$ cat src/rtl/freq_cntr_pkg.sv
// Shared types and default constants for the frequency counter datapath.
// Holds the period-meter FSM encoding and the period word shared with the divider.
// Pure declarations; no logic, no latency, no flow control.
package freq_cntr_pkg;

    typedef enum logic [1:0] {
        IDLE      = 2'd0,
        WAIT_EDGE = 2'd1,
        COUNT     = 2'd2,
        DONE      = 2'd3
    } prd_state_t;

    localparam int CLKS_PER_TICK_DEF = 100;        // 100 MHz clk -> 1 us tick
    localparam int PRD_W_DEF         = 20;         // up to 1_048_575 us
    localparam int TIMEOUT_TICKS_DEF = 2_000_000;  // 2 s without a first edge

    typedef logic [PRD_W_DEF-1:0] prd_t;

    function automatic int max_int(input int a, input int b);
        return (a > b) ? a : b;
    endfunction

endpackage

$ cat src/rtl/sync_rise_edge.sv
// Brings an asynchronous level into clk and flags its rising edges.
// rise_tick is high for one cycle, 2-3 clk after the input rises.
// No backpressure: free-running, falling edges are ignored.
module sync_rise_edge (
    input  logic clk,
    input  logic rst_n,
    input  logic d_async,
    output logic rise_tick
);

    logic s1_q, s2_q, s3_q;
    logic s1_d, s2_d, s3_d;

    // Shift chain: two metastability stages, then one history stage for edge detect.
    always_comb begin
        s1_d = d_async;
        s2_d = s1_q;
        s3_d = s2_q;
    end

    // Synchronizer and history registers.
    always_ff @(posedge clk or negedge rst_n) begin
        if (!rst_n) begin
            s1_q <= 1'b0;
            s2_q <= 1'b0;
            s3_q <= 1'b0;
        end else begin
            s1_q <= s1_d;
            s2_q <= s2_d;
            s3_q <= s3_d;
        end
    end

    assign rise_tick = s2_q & ~s3_q;

endmodule

$ cat src/rtl/period_meter.sv
// Measures one full period of the async input sig in units of CLKS_PER_TICK clocks.
// done_tick fires the cycle after the terminating edge is seen; result held until next start.
// start is taken only while ready=1; there is no abort other than rst_n.
module period_meter
    import freq_cntr_pkg::*;
#(
    parameter int CLKS_PER_TICK = CLKS_PER_TICK_DEF,
    parameter int PRD_W         = PRD_W_DEF,
    parameter int TIMEOUT_TICKS = TIMEOUT_TICKS_DEF
) (
    input  logic             clk,
    input  logic             rst_n,
    input  logic             start,
    input  logic             sig,
    output logic             ready,
    output logic             done_tick,
    output logic [PRD_W-1:0] prd,
    output logic             ovf
);

    // The period counter doubles as the first-edge timeout counter, so it must
    // hold whichever is larger: the saturated period or the timeout limit.
    localparam int TICK_W = (CLKS_PER_TICK > 1) ? $clog2(CLKS_PER_TICK) : 1;
    localparam int CNT_W  = max_int(PRD_W, $clog2(TIMEOUT_TICKS + 1));

    localparam logic [TICK_W-1:0] TICK_LAST    = TICK_W'(CLKS_PER_TICK - 1);
    localparam logic [CNT_W-1:0]  PRD_MAX      = CNT_W'((longint'(1) << PRD_W) - 1);
    localparam logic [CNT_W-1:0]  TIMEOUT_LAST = CNT_W'(TIMEOUT_TICKS - 1);

    logic sig_rise;

    sync_rise_edge u_sig_sync (
        .clk       (clk),
        .rst_n     (rst_n),
        .d_async   (sig),
        .rise_tick (sig_rise)
    );

    prd_state_t        state_q,  state_d;
    logic [TICK_W-1:0] tick_q,   tick_d;
    logic [CNT_W-1:0]  period_q, period_d;
    logic [PRD_W-1:0]  prd_q,    prd_d;
    logic              ovf_q,    ovf_d;
    logic              ready_q,  ready_d;
    logic              done_q,   done_d;
    logic              wrap;

    assign wrap = (tick_q == TICK_LAST);

    // Next-state and datapath: tick prescaler feeding the period counter.
    always_comb begin
        state_d  = state_q;
        tick_d   = tick_q;
        period_d = period_q;
        prd_d    = prd_q;
        ovf_d    = ovf_q;

        case (state_q)
            IDLE: begin
                if (start) begin
                    state_d  = WAIT_EDGE;
                    tick_d   = '0;
                    period_d = '0;
                    prd_d    = '0;
                    ovf_d    = 1'b0;
                end
            end

            WAIT_EDGE: begin
                if (sig_rise) begin
                    // First edge: the period starts here, so restart both counters.
                    state_d  = COUNT;
                    tick_d   = '0;
                    period_d = '0;
                end else if (wrap) begin
                    tick_d = '0;
                    if (period_q == TIMEOUT_LAST) begin
                        state_d = DONE;
                        prd_d   = '0;
                        ovf_d   = 1'b1;
                    end else begin
                        period_d = period_q + 1'b1;
                    end
                end else begin
                    tick_d = tick_q + 1'b1;
                end
            end

            COUNT: begin
                if (wrap && (period_q == PRD_MAX)) begin
                    // One more tick would not fit: saturate rather than wrap.
                    state_d = DONE;
                    tick_d  = '0;
                    prd_d   = '1;
                    ovf_d   = 1'b1;
                end else if (sig_rise) begin
                    // A tick completing on the edge cycle belongs to this period.
                    state_d = DONE;
                    tick_d  = '0;
                    prd_d   = PRD_W'(period_q + CNT_W'(wrap));
                    ovf_d   = 1'b0;
                end else if (wrap) begin
                    tick_d   = '0;
                    period_d = period_q + 1'b1;
                end else begin
                    tick_d = tick_q + 1'b1;
                end
            end

            DONE: begin
                state_d = IDLE;
            end

            default: begin
                state_d = IDLE;
            end
        endcase

        ready_d = (state_d == IDLE);
        done_d  = (state_d == DONE);
    end

    // State, counters and registered outputs.
    always_ff @(posedge clk or negedge rst_n) begin
        if (!rst_n) begin
            state_q  <= IDLE;
            tick_q   <= '0;
            period_q <= '0;
            prd_q    <= '0;
            ovf_q    <= 1'b0;
            ready_q  <= 1'b1;
            done_q   <= 1'b0;
        end else begin
            state_q  <= state_d;
            tick_q   <= tick_d;
            period_q <= period_d;
            prd_q    <= prd_d;
            ovf_q    <= ovf_d;
            ready_q  <= ready_d;
            done_q   <= done_d;
        end
    end

    assign ready     = ready_q;
    assign done_tick = done_q;
    assign prd       = prd_q;
    assign ovf       = ovf_q;

endmodule

$ cat config.mk
export PLATFORM = sky130hd
export DESIGN_NAME = period_meter
export DESIGN_NICKNAME = d
export VERILOG_FILES = /design/src/rtl/freq_cntr_pkg.sv /design/src/rtl/sync_rise_edge.sv /design/src/rtl/period_meter.sv
export SDC_FILE = /design/constraint.sdc
export NUM_CORES = 1
export LEC_CHECK = 0
export BUFFER_PORTS_ARGS = -buffer_cell sky130_fd_sc_hd__buf_2
export CAP_MARGIN = 20
export CORE_MARGIN = 2
export CORE_UTILIZATION = 35
export CTS_BUF_LIST = sky130_fd_sc_hd__clkbuf_8
export DETAILED_ROUTE_END_ITERATION = 10
export HOLD_SLACK_MARGIN = 0.03
export PLACE_DENSITY = 0.58
export SLEW_MARGIN = 10
export SYNTH_ARGS = -nofsm -noshare
export SYNTH_HDL_FRONTEND = slang
export SYNTH_SLANG_ARGS = --single-unit
$ cat constraint.sdc
create_clock -name clk -period 2.62 [get_ports clk]
set_clock_uncertainty 0.15 [all_clocks]
set_input_delay 0.524 -clock clk [delete_from_list [all_inputs] [get_ports clk]]
set_output_delay 0.524 -clock clk [all_outputs]
set_load 0.01 [all_outputs]
==> report_table.html <==
<table>
<tr><th>Metric</th><th>Value</th></tr>
<tr><th colspan="2">Placed design</th></tr>
<tr><td>Detailed Place HPWL</td><td>5963 µm</td></tr>
<tr><td>IO Port Bufs</td><td>26</td></tr>
<tr><td>Cell count after placement</td><td>~500</td></tr>
<tr><td>Placed cell areas</td><td>3727 µm²</td></tr>
<tr><td>Final Wtd Congestion</td><td>0.8865</td></tr>
<tr><th colspan="2">Timing</th></tr>
<tr><td>Actual slew at the worst max-slew pin</td><td>0.5243 ns</td></tr>
<tr><td>Worst hold slack</td><td>0.02657 ns</td></tr>
<tr><td>Setup violation total in the final timing report</td><td>0</td></tr>
<tr><td>Min Clock Period, post-route</td><td>2.493 ns</td></tr>
<tr><td>Number of max-slew violations in the final report</td><td>0</td></tr>
<tr><td>Sum of negative setup slack</td><td>0 ns</td></tr>
<tr><td>Final period utilization</td><td>95.14%</td></tr>
<tr><td>Unrepaired setup endpoints after global routing</td><td>yes</td></tr>
<tr><td>Hold Vio Cnt, Final</td><td>0</td></tr>
<tr><td>Maximum achievable frequency</td><td>0.4012 GHz</td></tr>
<tr><td>Max_slew headroom</td><td>65.05%</td></tr>
<tr><th colspan="2">Worst setup path</th></tr>
<tr><td>Critical path capture point type</td><td>register</td></tr>
<tr><td>Highest net fanout along the worst path</td><td>4</td></tr>
<tr><td>Type of element launching the critical path</td><td>register</td></tr>
<tr><td>Reg2reg end</td><td>prd[15]$_DFFE_PN0P_</td></tr>
<tr><td>Reg2reg start</td><td>tick_q[0]$_DFFE_PN0P_</td></tr>
<tr><td>Worst-case reg-to-reg path depth</td><td>11</td></tr>
<tr><td>Crit path arrival time</td><td>2.59 ns</td></tr>
<tr><td>Critical path class</td><td>reg2reg</td></tr>
<tr><td>Worst reg2reg setup slack</td><td>0.13 ns</td></tr>
<tr><td>Critical path data required time</td><td>~2.7 ns</td></tr>
<tr><th colspan="2">Cells and area</th></tr>
<tr><td>Net total in the final layout</td><td>414</td></tr>
<tr><td>Count of antenna diodes in the layout</td><td>0</td></tr>
<tr><td>Fill cell count</td><td>870</td></tr>
<tr><td>Most frequent cells in the layout</td><td>55 x dfrtp_1, 42 x buf_4, 39 x o21ai_0</td></tr>
<tr><td>Flip-flop and latch area</td><td>1403 µm²</td></tr>
<tr><td>Final cell count without fillers</td><td>511</td></tr>
<tr><td>Growth of design area from synthesis to finish</td><td>21.65%</td></tr>
<tr><td>Fraction of final layout cells with drive strength greater than 1</td><td>24.32%</td></tr>
<tr><td>Final design area excluding fillers</td><td>3916 µm²</td></tr>
<tr><td>Leading cell type in the layout, fill and taps excluded</td><td>dfrtp_1</td></tr>
<tr><td>Area taken by multi-input logic gates</td><td>1730 µm²</td></tr>
<tr><th colspan="2">Floorplanning</th></tr>
<tr><td>Overall die width</td><td>99.91 µm</td></tr>
<tr><td>Die outline area</td><td>9981 µm²</td></tr>
<tr><td>Top-level I/O count</td><td>27</td></tr>
<tr><td>Initial Utilization</td><td>between 30% and 40%</td></tr>
<tr><td>Die Y-Extent</td><td>roughly 100 µm</td></tr>
<tr><td>FP Rows</td><td>34</td></tr>
<tr><td>Standard cell core area</td><td>roughly 8800 µm²</td></tr>
<tr><th colspan="2">Synthesis</th></tr>
<tr><td>Number of synthesized flops with an enable pin</td><td>0</td></tr>
<tr><td>Fraction of the mapped netlist area in simple logic gates</td><td>20.95%</td></tr>
<tr><td>Post-Synth XOR/XNOR Area</td><td>5.985%</td></tr>
<tr><td>Distinct cell type count after synthesis</td><td>53</td></tr>
<tr><td>Sequential share of the synthesized area</td><td>43.57%</td></tr>
<tr><td>Count of state elements after synthesis</td><td>56</td></tr>
<tr><td>Proportion of register bits with asynchronous set or reset after synthesis</td><td>100.0%</td></tr>
<tr><td>Yosys Warn Count</td><td>0</td></tr>
<tr><td>Post-synthesis instance total</td><td>352</td></tr>
<tr><td>Proportion of synthesized area in mux cells</td><td>0%</td></tr>
<tr><td>Mapped Nets</td><td>364</td></tr>
<tr><td>Post-synthesis cell area</td><td>3219 µm²</td></tr>
<tr><td>Dominant combinational cell family by area after synthesis</td><td>compound AO/OA/AOI/OAI gates</td></tr>
<tr><td>Most used flip-flop cell after synthesis</td><td>dfrtp_1</td></tr>
<tr><td>Post-synthesis compound-gate area fraction</td><td>21.53%</td></tr>
<tr><td>Mean area per synthesized cell</td><td>9.146 µm²</td></tr>
<tr><td>Adder and majority gate portion of the synthesized area</td><td>3.109%</td></tr>
<tr><th colspan="2">Clock network</th></tr>
<tr><td>Buffers from clock root to sink, at most</td><td>2</td></tr>
<tr><td>TritonCTS Buffers</td><td>5</td></tr>
<tr><td>Clock sink total</td><td>between 50 and 60</td></tr>
<tr><td>Post-CTS Hold Fix Bufs</td><td>0</td></tr>
<tr><td>TritonCTS clock tree</td><td>yes</td></tr>
<tr><td>Deepest level of the CTS H-tree</td><td>2</td></tr>
<tr><td>Root buffer selected by CTS</td><td>clkbuf_8</td></tr>
<tr><td>Insertion delay to the later sink of the worst-skew pair</td><td>about 0.31 ns</td></tr>
<tr><td>CTS clk-pin slew, worst paths</td><td>around 0.10 ns</td></tr>
<tr><th colspan="2">Drt</th></tr>
<tr><td>Via count</td><td>approximately 2,800</td></tr>
<tr><td>DRT iter0 DRCs</td><td>117</td></tr>
<tr><td>Final routed DRC violation total</td><td>0</td></tr>
<tr><td>Total wire length</td><td>8222 µm</td></tr>
<tr><td>Number of iterations in the first detailed-routing pass</td><td>4</td></tr>
<tr><td>Post-route ant nets</td><td>0</td></tr>
<tr><td>Via-to-Cell Ratio</td><td>5.530</td></tr>
<tr><td>Average wire length per cell after detail routing</td><td>around 16 µm</td></tr>
<tr><th colspan="2">Global route</th></tr>
<tr><td>Maximum number of pins on one net before global-route repair</td><td>36</td></tr>
<tr><td>Number of antenna violations at the first check in global routing</td><td>0</td></tr>
<tr><td>Global-route wire length before repair</td><td>14,060 µm</td></tr>
<tr><td>Remaining global-route overflow</td><td>0</td></tr>
<tr><td>Total Routing Usage GR</td><td>between 10% and 20%</td></tr>
<tr><td>Vias in the first global route</td><td>around 2,800</td></tr>
<tr><th colspan="2">Hold path</th></tr>
<tr><td>Type of the tightest min-delay check</td><td>in2async</td></tr>
<tr><th colspan="2">Outcome</th></tr>
<tr><td>Outcome</td><td>finished clean</td></tr>
<tr><th colspan="2">Run</th></tr>
<tr><td>Maxcap violations</td><td>0</td></tr>
<tr><th colspan="2">Power</th></tr>
<tr><td>Power density of the placed cells</td><td>878.9 nW/µm²</td></tr>
<tr><td>Max rail drop VDD</td><td>0.5903 mV</td></tr>
<tr><td>Leakage power</td><td>1.805 nW</td></tr>
</table>
[metal layers]
metal	share of wire (%)	routed length (µm)	vias up	GRT usage, %
met2	49	4007	57	29.37
met3	4.1	336	7	2.368
met4	0.85	70	0	2.950
met5	0	0	-	0
met1	46	3807	1383	24.00
li1	-	-	1379	-
[report_power, final]
part	total (mW)	internal, mW	switching [mW]	leakage, nW
logic	1.67	0.740	0.931	0.990
registers	1.20	1.08	0.118	0.756
clock network	0.569	0.281	0.288	0.0593
total	3.44	2.10	1.34	1.81
[worst max-delay path: stages (launching register included)]
cell       delay (ns)
dfrtp_1          0.37
ha_2             0.18
nand4bb_1        0.12
or2_4            0.25
clkinv_2         0.08
ha_4             0.13
inv_1            0.05
or4_4            0.56
nor2_2           0.14
xor2_1           0.15
o21ai_0          0.09
a2bb2oi_1        0.14
[logic make-up (layout without fill, tap and decap cells)]
kind of cell,Yosys count,after routing
buf+inv,37,88
compound gates,102,102
xor+xnor,22,22
flops,56,56
simple gates,127,127
fa+ha+maj,8,8
[repair_timing]
action                                 in CTS  in global routing
endpoints found under the hold margin       0                  0
setup endpoints to repair                   6                 29
gates resized for setup                     2                 13
buffers inserted                            1                  1
pin swaps                                   0                  7
[sequential cells by signal (all words and copies together), names as in the netlist]
register and flops:
tick_q 7, ready 1, prd 20, state_q 2, period_q 21, u_sig_sync.s2_q 1
ovf 1, done_tick 1, u_sig_sync.s1_q 1, u_sig_sync.s3_q 1
[synth_stat cells (all sizes together), types with 5 or more instances]
master,number,share of area (%)
nand3,14,2.2
xnor2,10,2.7
nor2,30,3.5
o41ai,5,1.4
a2bb2oi,20,5.4
nand2b,5,0.97
ha,8,3.1
buf,15,2.2
clkbuf,13,1.6
nor3,7,1.1
o21ai,41,6.4
nand4,11,2.3
or3,7,1.4
dfrtp,55,43
o31ai,9,2.1
a21oi,8,1.2
xor2,12,3.3
inv,8,0.93
nand2,23,2.7
[cell type report]
| class | count | area share [%] |
|---|---|---|
| clock buffers | 5 | 1.757 |
| well taps | 108 | 3.450 |
| inverters | 9 | 0.8946 |
| flip-flops and latches | 56 | 35.81 |
| repair buffers | 71 | 12.91 |
| multi-input cells | 259 | 44.19 |
| clock inverters | 3 | 0.9904 |
[through the flow]
step / utilization (%) / power [mW] / setup WS, ns
floorplan: - / 2.220 / 0.04146
global placement: 42.33 / 2.831 / 0.05039
detailed placement: 42.33 / 2.853 / -0.01656
CTS: 43.71 / 3.439 / 0.008310
global route: 44.47 / 3.716 / -0.04363
finish: 44.47 / 3.442 / 0.1274
[worst max-delay path by stage]
stage                               start                        to  slack [ns]  cells past startpoint
CTS                 tick_q[0]$_DFFE_PN0P_       prd[13]$_DFFE_PN0P_       0.008                     11
global route        tick_q[0]$_DFFE_PN0P_       prd[15]$_DFFE_PN0P_       -0.04                     11
global placement    tick_q[1]$_DFFE_PN0P_       prd[19]$_DFFE_PN0P_        0.05                     11
finish              tick_q[0]$_DFFE_PN0P_       prd[15]$_DFFE_PN0P_        0.13                     11
floorplan           tick_q[0]$_DFFE_PN0P_       prd[19]$_DFFE_PN0P_        0.04                     11
detailed placement  tick_q[1]$_DFFE_PN0P_  period_q[16]$_DFFE_PN0P_       -0.02                      8
No activity file was read; power rests on OpenSTA's default activity.
